<file path="config.mk">
export PLATFORM = sky130hd
export DESIGN_NAME = carry_skip_adder_pipelined
export DESIGN_NICKNAME = d
export VERILOG_FILES = /design/src/rtl/carry_skip_adder_pipelined.sv
export SDC_FILE = /design/constraint.sdc
export NUM_CORES = 1
export LEC_CHECK = 0
export BUFFER_PORTS_ARGS = -buffer_cell sky130_fd_sc_hd__buf_2
export CORE_MARGIN = 2
export CORE_UTILIZATION = 50
export CTS_CLUSTER_SIZE = 30
export DETAILED_ROUTE_END_ITERATION = 8
export PLACE_DENSITY = 0.85
export SYNTH_ARGS = -nofsm -noshare
export SYNTH_HDL_FRONTEND = slang
export SYNTH_SLANG_ARGS = --single-unit
</file>
<file path="constraint.sdc">
create_clock -name clk -period 9.7 [get_ports clk]
set_input_delay 2.425 -clock clk [delete_from_list [all_inputs] [get_ports clk]]
set_output_delay 2.425 -clock clk [all_outputs]
set_load 0.005 [all_outputs]
</file>
<file path="src/rtl/carry_skip_adder_pipelined.sv">
// carry_skip_adder_pipelined: pipelined carry-skip adder/subtractor with valid/ready stream and global stall
module carry_skip_adder_pipelined #(
   parameter int WIDTH  = 32,
   parameter int BLOCK  = 4,
   parameter int STAGES = 2
) (
   input  logic             clk,
   input  logic             rst_n,
   input  logic             in_valid,
   output logic             in_ready,
   input  logic [WIDTH-1:0] in_a,
   input  logic [WIDTH-1:0] in_b,
   input  logic             in_cin,
   input  logic             in_sub,
   output logic             out_valid,
   input  logic             out_ready,
   output logic [WIDTH-1:0] out_sum,
   output logic             out_cout,
   output logic             out_ovf
);
   localparam int GROUPS = WIDTH / BLOCK;
   localparam int GPS    = GROUPS / STAGES;
   localparam int SW     = GPS * BLOCK;

   if (STAGES < 1 || WIDTH % BLOCK != 0 || GROUPS % STAGES != 0) begin : g_bad_params
      $error("carry_skip_adder_pipelined: illegal WIDTH/BLOCK/STAGES combination");
   end

   logic advance;

   assign advance  = !out_valid || out_ready;
   assign in_ready = advance;

   for (genvar s = 0; s < STAGES; s++) begin : g_st
      // a/b shrink per stage: only the bits of groups not yet summed are carried forward
      localparam int RW = WIDTH - s * SW;
      localparam int LW = (s + 1) * SW;
      logic [RW-1:0] a_i, b_i;
      logic          c_i, v_i, c_d, c_q, v_q;
      logic [SW-1:0] ss;
      logic [LW-1:0] sum_d, sum_q;
      logic [GPS:0]  cg;
      if (s == 0) begin : g_in
         assign a_i   = in_a;
         assign b_i   = in_sub ? ~in_b : in_b;
         assign c_i   = in_cin ^ in_sub;
         assign v_i   = in_valid;
         assign sum_d = ss;
      end else begin : g_in
         assign a_i   = g_st[s-1].g_fwd.a_q;
         assign b_i   = g_st[s-1].g_fwd.b_q;
         assign c_i   = g_st[s-1].c_q;
         assign v_i   = g_st[s-1].v_q;
         assign sum_d = {ss, g_st[s-1].sum_q};
      end
      assign cg[0] = c_i;
      assign c_d   = cg[GPS];
      for (genvar g = 0; g < GPS; g++) begin : g_grp
         logic [BLOCK-1:0] p, gn;
         logic [BLOCK:0]   rc;
         assign p     = a_i[g*BLOCK +: BLOCK] ^ b_i[g*BLOCK +: BLOCK];
         assign gn    = a_i[g*BLOCK +: BLOCK] & b_i[g*BLOCK +: BLOCK];
         assign rc[0] = cg[g];
         for (genvar j = 0; j < BLOCK; j++) begin : g_bit
            assign rc[j+1] = gn[j] | (p[j] & rc[j]);
         end
         assign ss[g*BLOCK +: BLOCK] = p ^ rc[BLOCK-1:0];
         assign cg[g+1] = &p ? cg[g] : rc[BLOCK];
      end
      always_ff @(posedge clk or negedge rst_n) begin
         if (!rst_n) begin
            sum_q <= '0;
            c_q   <= 1'b0;
            v_q   <= 1'b0;
         end else if (advance) begin
            sum_q <= sum_d;
            c_q   <= c_d;
            v_q   <= v_i;
         end
      end
      if (s < STAGES - 1) begin : g_fwd
         logic [RW-SW-1:0] a_q, b_q;
         always_ff @(posedge clk or negedge rst_n) begin
            if (!rst_n) begin
               a_q <= '0;
               b_q <= '0;
            end else if (advance) begin
               a_q <= a_i[RW-1:SW];
               b_q <= b_i[RW-1:SW];
            end
         end
      end else begin : g_last
         logic ovf_d, ovf_q;
         assign ovf_d = (a_i[RW-1] == b_i[RW-1]) && (sum_d[LW-1] != a_i[RW-1]);
         always_ff @(posedge clk or negedge rst_n) begin
            if (!rst_n) ovf_q <= 1'b0;
            else if (advance) ovf_q <= ovf_d;
         end
      end
   end

   assign out_valid = g_st[STAGES-1].v_q;
   assign out_sum   = g_st[STAGES-1].sum_q;
   assign out_cout  = g_st[STAGES-1].c_q;
   assign out_ovf   = g_st[STAGES-1].g_last.ovf_q;
endmodule

</file>
Yosys cells after proc, flatten, opt, wreduce, memory -nomap -nowiden
Cells that the tools add are included.
- flip-flop bits (word level): 85
- input bits: 70
- output and inout port bits: 36
- word-level logic and storage cells: 121
- equality and inequality tests: 2
- multiplexer cells: 9
- bitwise logic cells: 90
- reductions and logical operators: 11
- operators with widths (operator ; count):
    $xor A4 B4 Y4 ; 16
    $and A1 B1 Y1 ; 32
    $and A4 B4 Y4 ; 8
    $mux W32 ; 1
    $not A32 Y32 ; 1
    $or A1 B1 Y1 ; 32
    $reduce_and A4 Y1 ; 8
    $mux W1 ; 8
    $eq A1 B1 Y1 ; 1
    $logic_and A1 B1 Y1 ; 1
    $logic_not A1 Y1 ; 1
    $logic_or A1 B1 Y1 ; 1
    $ne A1 B1 Y1 ; 1
    $xor A1 B1 Y1 ; 1

Logic depth before layout (Yosys ltp)
- depth in word-level cells: 39
- depth in mapped cells: 30
- mapped depth without buffers: 28

Worst setup path after synthesis
OpenSTA, ideal clock, no wires.
- path type: input port to flip-flop
- start: in in_sub
- end: reg g_st[0].sum_q[15]
- setup time: 0.117 ns
- arrival time: 10.350 ns
- required time: 9.583 ns
- path slack: -0.767 ns
- cell stages on the path: 29
- buffers on the path: 2
- cell sequence: buf_4 buf_2 xor2_1 inv_1 fa_1 fa_1 fa_1 fa_1 mux2i_4 inv_1 fa_1 fa_1 fa_1 fa_1 nand2_1 o21ai_0 fa_1 fa_1 fa_1 fa_1 nand2_1 o221ai_2 fa_1 fa_1 fa_1 inv_1 fa_1 nand2_1 nand2_1
- word-level cells in the longest chain between the ends: 36
- elaborated cells on any way between the ends: 47
- classes of those cells: mux: 4; bitwise: 40; reduce/logical: 3
- ends and longest elaborated chain (what ; RTL line ; text):
    start, declared ; 14 ; input logic in_sub,
    $mux W32 ; 45 ; assign b_i = in_sub ? ~in_b : in_b;
    $xor A4 B4 Y4 ; 61 ; assign p = a_i[g*BLOCK +: BLOCK] ^ b_i[g*BLOCK +: BLOCK];
    $and A1 B1 Y1 ; 65 ; assign rc[j+1] = gn[j] | (p[j] & rc[j]);
    $or A1 B1 Y1 ; 65 ;
    $and A1 B1 Y1 ; 65 ;
    $or A1 B1 Y1 ; 65 ;
    $and A1 B1 Y1 ; 65 ;
    $or A1 B1 Y1 ; 65 ;
    (+21 left out) ; -- ;
    $and A1 B1 Y1 ; 65 ;
    $or A1 B1 Y1 ; 65 ;
    $and A1 B1 Y1 ; 65 ;
    $or A1 B1 Y1 ; 65 ;
    $and A1 B1 Y1 ; 65 ;
    $or A1 B1 Y1 ; 65 ;
    $xor A4 B4 Y4 (*) ; 67 ; assign ss[g*BLOCK +: BLOCK] = p ^ rc[BLOCK-1:0];
    named net g_st[0].ss[15] ; 40 ; logic [SW-1:0] ss;
    end signal, assigned ; 76 ; sum_q <= sum_d;
    end, declared ; 41 ; logic [LW-1:0] sum_d, sum_q;
The timed path passes the listed nets; every way through them passes the cells marked *.
A chain may end at the register's enable or synchronous reset.

Worst setup path in the final report
Same ends and word-level chain as after synthesis.

==> impl_results.md <==
- Ant. Diodes: 0
- Area of the multi-input gates: approximately 2400 µm²
- Router iterations before antenna repair: 4
- Hold wc startpoint: out_sum[14]$_DFFE_PN0P_
- Syn avg cell area: 9.814 µm²
- Post-Route WL: 9074 µm
- Yosys warning count: 0
- Worst R2R Setup Slack: 1.87 ns
- Commonest cells after routing, fill and taps aside: nand2_1 (161), buf_2 (103), dfrtp_1 (85)
- Worst R2R End: out_ovf$_DFFE_PN0P_
- Final instance area: 5654 µm²
- Setup violations, final: 0
- GRT overflow: 0
- H-tree depth: 3
- Core Rows: 35
- CP endpoint kind: register
- PwrDens: 198.7 nW/µm²
- Root Buffer: clkbuf_8
- Sw Share: 33.99%
- Post-place setup slack: -0.1998 ns
- Setup ws final: about 0.29 ns
- Static leakage power: 0.002949 µW
- Grt met1 use: 22.23%
- Status: finished clean
- Leading cell type in the layout, fill and taps excluded: nand2_1
- Worst r2r src: g_st[0].c_q$_DFFE_PN0P_
- Largest net degree at the start of global routing: 92
- Seq/Total Area, Yosys: 44.60%
- Most used DFF post-synth: dfrtp_1
- Hold Vio Cnt, Final: 0
- Cts hold-fix bufs: 0
- DP Area: 5435 µm²
- Peak Freq: 0.1062 GHz
- Final Max Slew Viols: 0
- Internal power: 741.7 µW
- Core footprint: 9240 µm²
- GRT busiest layer: met2
- GR Util met3: 5.797%
- Antenna violations before repair: 1
- Post-synthesis cell area: 4770 µm²
- FF/Latch Area: 2127 µm²
- Residual DRC count: 0
- Critical path peak fanout: 4
- Final HPWL DP: 6817 µm
- Final ANT Viol Nets: 0
- CTS tree: yes
- Die width: 101.7 µm
- First-pass GRT wire length: 15560 µm
- Final Net Count: approximately 700
- Hold Path End: out_sum[14]$_DFFE_PN0P_
- M2 GR Usage: 33.81%
- Vias: 3365
- PortBufs: 105
- Compound-Gate Fraction of Synth Area: 5.325%
- Hold Path Class: register to register
- Per-cell routed wire length: 12.60 µm
- Area Growth Syn to Fin: 18.55%
- TritonCTS Buffers: 9
- Max Clock Skew: 0.01004 ns
- CP startpoint kind: input port
- Largest family of logic cells by synthesized area: adder cells
- Yosys cell types: 28
- WHS Path Cells: 2
- Gate Count Post-Synth: 486
- Worst EP arrival: 9.65 ns
- Ports: ~110
- Post-synth EDFFs: 0
- Mapped Nets: 620
- Placer Congestion: 0.8060
- Kind of critical path: input port to register
- R2R depth: 26
- Unrepaired setup endpoints after global routing: false
- TritonCTS Sinks: 85
- Vias in the first global route: 3513
- Final period util: 97.04%
- Slew Limit Headroom: 30.29%
- Later-pin clock latency in the skew report: 0.34 ns
- Tmin final: 9.413 ns
- Layout cells sized above 1: between 20% and 30%
- Seq pwr share: around 46%
- Filler cell count: 754
- Simple-gate share of the synthesized area: 15.61%
- Logic pwr share: 31.6%
- Die height: 101.7 µm
- NetSw: 381.8 µW
- Max Cap Viol: 0
- Bufs on Longest Clock Path: 2
- Seq cells post-synth: 85
- Post-synthesis mux area share: less than 1%
- Die area: 10340 µm²
- Async S/R FF share, synth: 100.0%
- Worst ir drop on vdd: ~0.000087 V
- Slew @ Worst Pin: 1.046 ns
- Adder-Cell Fraction of Synth Area: 21.83%
- Routed vias/inst: roughly 4.7
- Clock power frac: a little over a fifth
- Total GRT Usage: between 10% and 20%
- Starting DRT DRC Count: 55
- Post-Synth XOR/XNOR Area: 6.401%
- Clock-pin transition on the worst setup and hold timing paths: roughly 0.090 ns
- Initial cell density of the core: 51.62%
- CP required: 9.94 ns
==> power groups by stage <==
stage	clock (µW)	sequential [µW]	combinational, µW
2_1_floorplan	0	526	209
3_3_place_gp	0	522	342
3_5_place_dp	0	530	361
4_1_cts	255	523	362
5_1_grt	271	537	417
6_report	247	521	355
==> how the worst max path moves through the flow <==
stage	start	end	slack, ns	depth (start not counted)
after floorplan	in_sub	g_st[0].sum_q[15]$_DFFE_PN0P_	0.02	29
after global placement	in_sub	g_st[0].sum_q[15]$_DFFE_PN0P_	0.02	28
after detailed placement	in_sub	g_st[0].sum_q[15]$_DFFE_PN0P_	-0.20	28
after CTS	in_sub	g_st[0].sum_q[15]$_DFFE_PN0P_	0.17	28
after global routing	in_sub	g_st[0].sum_q[15]$_DFFE_PN0P_	0.02	28
final	in_sub	g_st[0].sum_q[15]$_DFFE_PN0P_	0.29	28
==> registers in the layout (all words and copies together), names as in the netlist <==
register	cells
out_valid	1
g_st.sum_q	16
g_st.v_q	1
g_st.c_q	1
out_cout	1
out_ovf	1
g_st.g_fwd.a_q	16
g_st.g_fwd.b_q	16
out_sum	32
==> critical path, cell delays in order <==
cell,delay [ns]
clkbuf_4,0.15
xor2_2,0.17
inv_1,0.08
fa_2,0.36
fa_2,0.37
fa_2,0.36
fa_2,0.38
mux2i_4,0.15
inv_1,0.07
fa_2,0.34
fa_2,0.37
fa_2,0.35
fa_2,0.35
nand2_1,0.09
o21ai_1,0.09
fa_2,0.36
fa_2,0.41
fa_2,0.37
fa_1,0.40
nand2_1,0.09
o221ai_2,0.13
fa_2,0.39
fa_2,0.37
fa_1,0.39
inv_1,0.08
fa_1,0.41
nand2_1,0.08
nand2_1,0.07
==> per-stage QoR <==
stage	TNS (ns)	power, µW	cells	util (%)	hold WS (ns)
floorplan	0	735.6	486	-	0.4300
global placement	0	864.1	703	58.82	0.4431
detailed placement	-0.2536	890.6	703	58.82	0.4504
CTS	0	1140	719	60.97	0.4737
global route	0	1225	720	61.19	0.4925
finish	0	1124	720	61.19	0.4667
==> cells in the mapped netlist (9+ instances only) <==
master / count / share of area [%]
dfrtp_1: 85 / 45
fa_1: 32 / 13
a21oi_1: 20 / 2.1
nor2_1: 19 / 1.5
inv_1: 40 / 3.1
xor2_1: 19 / 3.5
o21ai_0: 18 / 1.9
nand2_1: 161 / 13
xnor2_1: 14 / 2.6
ha_1: 32 / 8.4
buf_2: 13 / 1.4
clkbuf_1: 9 / 0.71
==> layout make-up <==
type	instances	share of cell area [%]
clock buffers	10	2.257
clock inverters	6	1.261
inverters	41	2.722
multi-input cells	337	42.97
flip-flops and latches	85	37.62
well taps	129	2.855
repair buffers	112	10.31
==> metal layers <==
metal  up-vias  wire length, µm
met5         -               13
met3        11              671
met4         2               87
li1       1680                -
met1      1582             3704
met2        90             4597
==> repair_timing <==
item	CTS	global route
resized for setup	0	3
setup endpoints to repair	0	1
setup buffers	0	1
==> kinds of logic (layout without fill, tap and decap cells) <==
| kind of cell | after synthesis | in the layout |
|---|---|---|
| buffers and inverters | 64 | 169 |
| adders and majority gates | 64 | 64 |
| AOI/OAI and AO/OA | 46 | 46 |
| muxes | 2 | 2 |
| xor gates and xnor gates | 34 | 34 |
| and+or+nand+nor | 191 | 191 |
| DFF | 85 | 85 |
(Power assumes the default switching activity.)
